## config.mk

```make
export PLATFORM = sky130hd
export DESIGN_NAME = regfile_mp_scoreboard
export DESIGN_NICKNAME = d
export VERILOG_FILES = /design/src/rtl/regfile_mp_scoreboard.sv
export SDC_FILE = /design/constraint.sdc
export NUM_CORES = 1
export LEC_CHECK = 0
export CORE_ASPECT_RATIO = 0.5
export CORE_MARGIN = 4
export CORE_UTILIZATION = 45
export DETAILED_ROUTE_END_ITERATION = 8
export PLACE_DENSITY_LB_ADDON = 0.2
export SLEW_MARGIN = 10
export SYNTH_ARGS = -nofsm -noshare
export SYNTH_HDL_FRONTEND = slang
export SYNTH_SLANG_ARGS = --single-unit
```

## constraint.sdc

```tcl
create_clock -name clk_i -period 3.2 [get_ports clk_i]
set_clock_uncertainty 0.15 [all_clocks]
set_input_delay 0.48 -clock clk_i [delete_from_list [all_inputs] [get_ports clk_i]]
set_output_delay 0.48 -clock clk_i [all_outputs]
set_load 0.02 [all_outputs]
```

## src/rtl/regfile_mp_scoreboard.sv

```systemverilog
// Multi-port register file with write-to-read bypass, optional zero register and a
// per-register pending-write scoreboard; a clear pass after reset zeroes the array.
module regfile_mp_scoreboard #(
   parameter int DW       = 32,
   parameter int DEPTH    = 32,
   parameter int AW       = $clog2(DEPTH),
   parameter int NUM_RD   = 2,
   parameter int NUM_WR   = 1,
   parameter bit BYPASS   = 1'b1,
   parameter bit ZERO_REG = 1'b1
) (
   input  logic                 clk_i,
   input  logic                 rst_i,
   output logic                 ready_o,
   input  logic [NUM_RD*AW-1:0] rd_addr_i,
   output logic [NUM_RD*DW-1:0] rd_data_o,
   output logic [NUM_RD-1:0]    busy_o,
   input  logic [NUM_WR-1:0]    wr_en_i,
   input  logic [NUM_WR*AW-1:0] wr_addr_i,
   input  logic [NUM_WR*DW-1:0] wr_data_i,
   input  logic                 claim_en_i,
   input  logic [AW-1:0]        claim_addr_i
);

   typedef enum logic {CLEAR, RUN} state_t;

   state_t           state;
   state_t           state_nxt;
   logic             run;
   logic [AW-1:0]    clr_cnt;
   logic [DW-1:0]    regs [DEPTH];
   logic [DEPTH-1:0] busy;

   logic [AW-1:0]    rd_addr [NUM_RD];
   logic [DW-1:0]    rd_val  [NUM_RD];
   logic             rd_busy [NUM_RD];
   logic [AW-1:0]    wr_addr [NUM_WR];
   logic [DW-1:0]    wr_data [NUM_WR];
   logic             wr_ok   [NUM_WR];
   logic             claim_ok;

   for (genvar r = 0; r < NUM_RD; r++) begin : g_rd
      assign rd_addr[r]            = rd_addr_i[r*AW +: AW];
      assign rd_data_o[r*DW +: DW] = rd_val[r];
      assign busy_o[r]             = rd_busy[r];
   end

   // A write to the hardwired zero register is dropped before it reaches the array.
   for (genvar w = 0; w < NUM_WR; w++) begin : g_wr
      assign wr_addr[w] = wr_addr_i[w*AW +: AW];
      assign wr_data[w] = wr_data_i[w*DW +: DW];
      assign wr_ok[w]   = wr_en_i[w] && !(ZERO_REG && (wr_addr[w] == '0));
   end

   assign claim_ok = claim_en_i && !(ZERO_REG && (claim_addr_i == '0));

   always_ff @(posedge clk_i or posedge rst_i) begin
      if (rst_i) begin
         state   <= CLEAR;
         clr_cnt <= '0;
      end else begin
         state <= state_nxt;
         if (state == CLEAR) clr_cnt <= clr_cnt + AW'(1);
      end
   end

   always_comb begin
      state_nxt = state;
      case (state)
         CLEAR:   if (clr_cnt == AW'(DEPTH-1)) state_nxt = RUN;
         RUN:     state_nxt = RUN;
         default: state_nxt = CLEAR;
      endcase
   end

   always_comb begin
      run     = (state == RUN);
      ready_o = run;
   end

   // Later write ports are applied last, so the highest index wins a collision.
   always_ff @(posedge clk_i) begin
      if (state == CLEAR) begin
         regs[clr_cnt] <= '0;
      end else begin
         for (int w = 0; w < NUM_WR; w++) begin
            if (wr_ok[w]) regs[wr_addr[w]] <= wr_data[w];
         end
      end
   end

   // Claims are applied after write clears so a fresh producer keeps the bit set.
   always_ff @(posedge clk_i or posedge rst_i) begin
      if (rst_i) begin
         busy <= '0;
      end else if (run) begin
         for (int w = 0; w < NUM_WR; w++) begin
            if (wr_en_i[w]) busy[wr_addr[w]] <= 1'b0;
         end
         if (claim_ok) busy[claim_addr_i] <= 1'b1;
      end
   end

   always_comb begin
      for (int r = 0; r < NUM_RD; r++) begin
         rd_val[r]  = regs[rd_addr[r]];
         rd_busy[r] = busy[rd_addr[r]];
         if (BYPASS) begin
            for (int w = 0; w < NUM_WR; w++) begin
               if (wr_en_i[w] && (wr_addr[w] == rd_addr[r])) begin
                  rd_val[r]  = wr_data[w];
                  rd_busy[r] = 1'b0;
               end
            end
         end
         if ((ZERO_REG && (rd_addr[r] == '0)) || !run) begin
            rd_val[r]  = '0;
            rd_busy[r] = 1'b0;
         end
      end
   end

endmodule

```

Yosys cells after proc, flatten, opt, wreduce, memory -nomap -nowiden
Memory sizes are Yosys's and may differ from the RTL's.
Index checks and enable logic that the tools add are counted.
{"block": "word_totals", "regBits": 38, "mem_bits_rw": 1024, "inputBits": 56, "out_inout_bits": 67, "wordCells": 62, "memories": 1}
{"memory": "regs", "words": 32, "word_bits": 32, "rd": 2, "rd_clocked_by_memory_dff": 0, "write_ports": 1, "line_no": "31", "source": "logic [DW-1:0] regs [DEPTH];"}
{"block": "classes", "add_sub_neg": 1, "n_lt_le_gt_ge": 6, "n_eq_ne": 3, "muxes": 28, "bitwise": 4, "n_reduce_logical": 16}
{"op": "$mux W32", "n": 8}
{"op": "$and A32 B32 Y32", "n": 1}
{"op": "$not A32 Y32", "n": 1}
{"op": "$or A32 B32 Y32", "n": 1}
{"op": "$reduce_or A32 Y1", "n": 1}
{"op": "$lt A5 B6 Y1 const B", "n": 4}
{"op": "$logic_not A5 Y1", "n": 4}
{"op": "$mux W1", "n": 14}
{"op": "$bmux W1 S5", "n": 2}
{"op": "$demux W1 S5", "n": 2}
{"op": "$eq A5 B5 Y1", "n": 2}
{"op": "$ge A5 B1 Y1 const B", "n": 2}
{"op": "$logic_and A1 B1 Y1", "n": 6}
{"op": "$add A5 B1 Y5 const B", "n": 1}
{"op": "$eq A5 B5 Y1 const B", "n": 1}
{"op": "$mux W5", "n": 1}
{"op": "$logic_not A1 Y1", "n": 3}
{"op": "$logic_or A1 B1 Y1", "n": 2}
{"op": "$pmux W1 S2", "n": 1}
{"op": "$not A1 Y1", "n": 1}

Logic depth before layout (Yosys ltp)
{"block": "logic_depth", "word_depth": 10, "ltp_mapped": 9, "depth_no_buf": 5}

Worst setup path before layout
OpenSTA, ideal clock, no wires.
{"block": "synth_timing", "path_type": "in2reg", "startpoint": "input port wr_addr_i[2]", "endpoint": "memory regs[17][0] (enable)", "setup_time_ps": 421, "arrival_ps": 2928, "required_time_ps": 2629, "path_slack_ps": -299, "cell_stages": 6, "path_buffers": 2, "path_cell_list": "clkbuf_1 nor3_1 a21o_1 buf_2 a31oi_1 nor2_1"}
{"block": "synth_via", "elab_chain_len": 8, "word_cells_on_any_way": 9, "cone_classes": "mux: 5; reduce/logical: 4"}
{"element": "from (decl)", "line_no": "19", "source": "input logic [NUM_WR*AW-1:0] wr_addr_i,"}
{"element": "$logic_not A5 Y1", "line_no": "52", "source": "assign wr_ok[w] = wr_en_i[w] && !(ZERO_REG && (wr_addr[w] == '0));"}
{"element": "$logic_not A1 Y1", "line_no": "52"}
{"element": "$logic_and A1 B1 Y1", "line_no": "52"}
{"element": "$mux W1", "line_no": "87", "source": "if (wr_ok[w]) regs[wr_addr[w]] <= wr_data[w];"}
{"element": "$mux W1", "line_no": "83", "source": "if (state == CLEAR) begin"}
{"element": "$mux W1 (not written as such)", "line_no": "87"}
{"element": "$reduce_or A32 Y1 (no source line)"}
{"element": "$mux W5 (no source line) or $mux W1 (tied branches)"}
{"element": "to (decl)", "line_no": "31"}
Several ways; a longest one is shown, not always the timed one.

Worst setup path after layout
{"block": "layout_timing", "startpoint": "input port wr_addr_i[1]", "endpoint": "output port rd_data_o[32]"}
{"block": "layout_via", "elab_chain_len": 4}
{"element": "$eq A5 B5 Y1", "line_no": "110", "source": "if (wr_en_i[w] && (wr_addr[w] == rd_addr[r])) begin"}
{"element": "$logic_and A1 B1 Y1", "line_no": "110"}
{"element": "$mux W32", "line_no": "110"}
{"element": "$mux W32", "line_no": "116", "source": "if ((ZERO_REG && (rd_addr[r] == '0)) || !run) begin"}
{"element": "to (decl)", "line_no": "16", "source": "output logic [NUM_RD*DW-1:0] rd_data_o,"}
No other way between the ends.

==> flow_summary.ini <==
[critical_path]
r2r_start = ready_o$_DFF_PP0_
rrSetupSlack_ps = 450
required_ps = 2570
path_class = in -> out
crit_path_max_fanout = 5
reg2reg_depth = 7
end_kind = primary output
cp.arrival_ps = 2550
r2r-end = regs[0][17]$_DFFE_PP_
cp-start-kind = input pin

[floorplanning]
die_x_um = 478
fp-row-count = 85
die_area_um2 = 116000
die_height_um = 243
ios = 123
start_util = 0.457
coreArea_um2 = 109000

[global_route]
grt_pass1_wl_um = 237000
first_global_vias = 31600
busiest_layer = met2
globalRouteOverflowTotal = 0
antenna_found_initial = 2
track_usage = 0.285
grtUsageMet2 = 0.420
grt_start_max_net_pins = 46
grtUsageMet1 = 0.419
use_met3 = 0.0718

[synthesis]
async_flop_share = 0.0358
syn_inst = 2652
postSynthAreaPerCell_um2 = 18.7
syn_area_um2 = 49700
synth-main-ff-cell = edfxtp_1
ys_ff_latch = 1062
yosysTopAreaCell = edfxtp_1
yosysWarnings = 0
synth_largest_type_area_fraction = 0.619
ys_seq_area_frac = 0.638
synth_area_leaders = edfxtp_1 62%, mux4_2 21%, mux2i_1 3.3%, o22ai_1 2.0%, dfrtp_1 1.9%
ys_types = 58
synth_edf_count = 1024
syn_nets = 2710

[min_path]
min_path_type = in -> async

[drt]
first_pass_iters = 6
drc_errors = 0
postRouteAntennaNets = 0
drt-total-wl_um = 167000
via_count = 32100
wl_per_cell_um = 35.7
drt_iter0_drc = 4725
vias_per_cell = 6.84

[place]
placed_cell_area_um2 = 57400
io_buffers = 122
dp.cells = 4479
place_congestion = 0.890
hpwl_um = 110000

[cells_and_area]
stdcell_area_um2 = 61200
fin_nets = 3191
multi_input_area_um2 = 17200
area.growth.synth_to_final_pct = 23.3
fin_cells = 4688
seqCellArea_um2 = 31700
antenna_cells = 0
mostFrequentLayoutCell = edfxtp_1
mostFrequentLayoutCells = 1024 x edfxtp_1, 467 x mux4_2, 286 x buf_4
n_fill_cell = 8096
drive_above_1_share = 0.389

[outcome]
status = completed

[cts]
clk_pin_slew_worst_paths_ps = 70
cts_htree_levels = 3
cts_buffer_depth = 3
cts_tree = built
cts_inserted_buffers = 98
clkSinkCount = 1062
ctsHoldBuffers = 0
root_buffer = clkbuf_16
clkLatencyLatePin_ps = 700

[power_and_ir_drop]
ir_drop_mv = 0.422
p_leak_nw = 21.8
p_total_w = 0.0311
p_per_area_nw_per_um2 = 507

[run]
max_cap_violations = 0

[sta]
finalSetupViolCount = 0
fmax_mhz = 315
worst_slew_margin_rel = 0.241
hold_viol = 0
maxSlewViolCount = 0
post-route-period-util = 0.992
worstMarginPinSlew_ps = 1130
grt_setup_unrepaired = yes
finalCriticalPeriod_ps = 3180
setup_tns_ps = 0
[power breakdown]
part	switching [W]	internal (W)	leakage, nW	total [W]
logic	0.00187	0.00149	9.10	0.00337
clock network	0.00534	0.00699	1.60	0.0123
registers	0.0000418	0.0153	11.1	0.0154
[critical path: stages]
cell	delay, ps
clkdlybuf4s50_1	520
buf_6	150
xnor2_4	130
nand3_2	140
nor2_4	170
buf_12	160
buf_4	110
buf_4	150
a32o_1	230
clkdlybuf4s15_2	290
[worst max-delay path by stage]
stage / to / depth (start not counted) / from
after CTS: rd_data_o[54] / 8 / rd_addr_i[5]
after global placement: rd_data_o[42] / 8 / rd_addr_i[9]
after global routing: rd_data_o[21] / 9 / rd_addr_i[3]
after floorplan: regs[17][0]$_DFFE_PP_ / 6 / wr_addr_i[2]
after detailed placement: rd_data_o[36] / 8 / rd_addr_i[9]
final: rd_data_o[32] / 10 / wr_addr_i[1]
[flip-flops by register name, summed over array words and instances (netlist names)]
signal / flops
regs: 1024
busy: 32
clr_cnt: 5
ready_o: 1
[layer usage]
metal | routed length [um] | vias to the layer above
met1 | 65800 | 16900
met2 | 74200 | 2286
met3 | 21400 | 350
met4 | 5760 | 6
met5 | 50 | -
li1 | - | 12500
[cells by family (layout without fill, tap and decap cells)]
group           count (synthesis)  in the layout  share of synthesized area
flops                        1062           1062                      0.638
compound gates                465            465                     0.0636
simple gates                  251            251                     0.0244
fa+ha+maj                       2              2                   0.000504
xor+xnor                       13             13                    0.00229
mux                           634            634                      0.245
buf+inv                       225            782                     0.0255
[synth_stat cells (8+ instances only)]
| master | instances |
|---|---|
| edfxtp_1 | 1024 |
| mux4_2 | 467 |
| mux2i_1 | 164 |
| o22ai_1 | 155 |
| nor2_1 | 118 |
| o21ai_0 | 85 |
| clkbuf_1 | 82 |
| a221oi_1 | 64 |
| a32o_1 | 61 |
| buf_2 | 52 |
| o21ai_1 | 41 |
| dfrtp_1 | 38 |
| nand3_1 | 38 |
| buf_4 | 37 |
| a21oi_1 | 34 |
| and2_1 | 32 |
| buf_6 | 25 |
| nand2_1 | 19 |
| buf_1 | 18 |
| xor2_1 | 9 |
| nand3b_1 | 8 |
[per-stage QoR]
step	util	hold slack, ps	setup slack (ps)
detailed placement	0.528	358	-681
floorplan	-	325	-299
global placement	0.528	355	-655
CTS	0.562	26.4	3.96
global route	0.564	122	-17.7
finish	0.564	48.8	24.5
[final cells by class]
type,instances,share of cell area
Inverter,8,0.000511
Timing Repair Buffer,598,0.117
Multi-Input combinational cell,1365,0.281
Clock buffer,118,0.0416
Tap cell,1479,0.0302
Clock inverter,58,0.0121
Sequential cell,1062,0.518
[what timing repair did]
item	4_1_cts	5_1_grt
gates cloned	6	1
resized for setup	234	40
buffers inserted	18	8
endpoints found under the setup margin	66	58
pin swaps	12	10
Note: power is estimated with default switching activity, not from simulation.
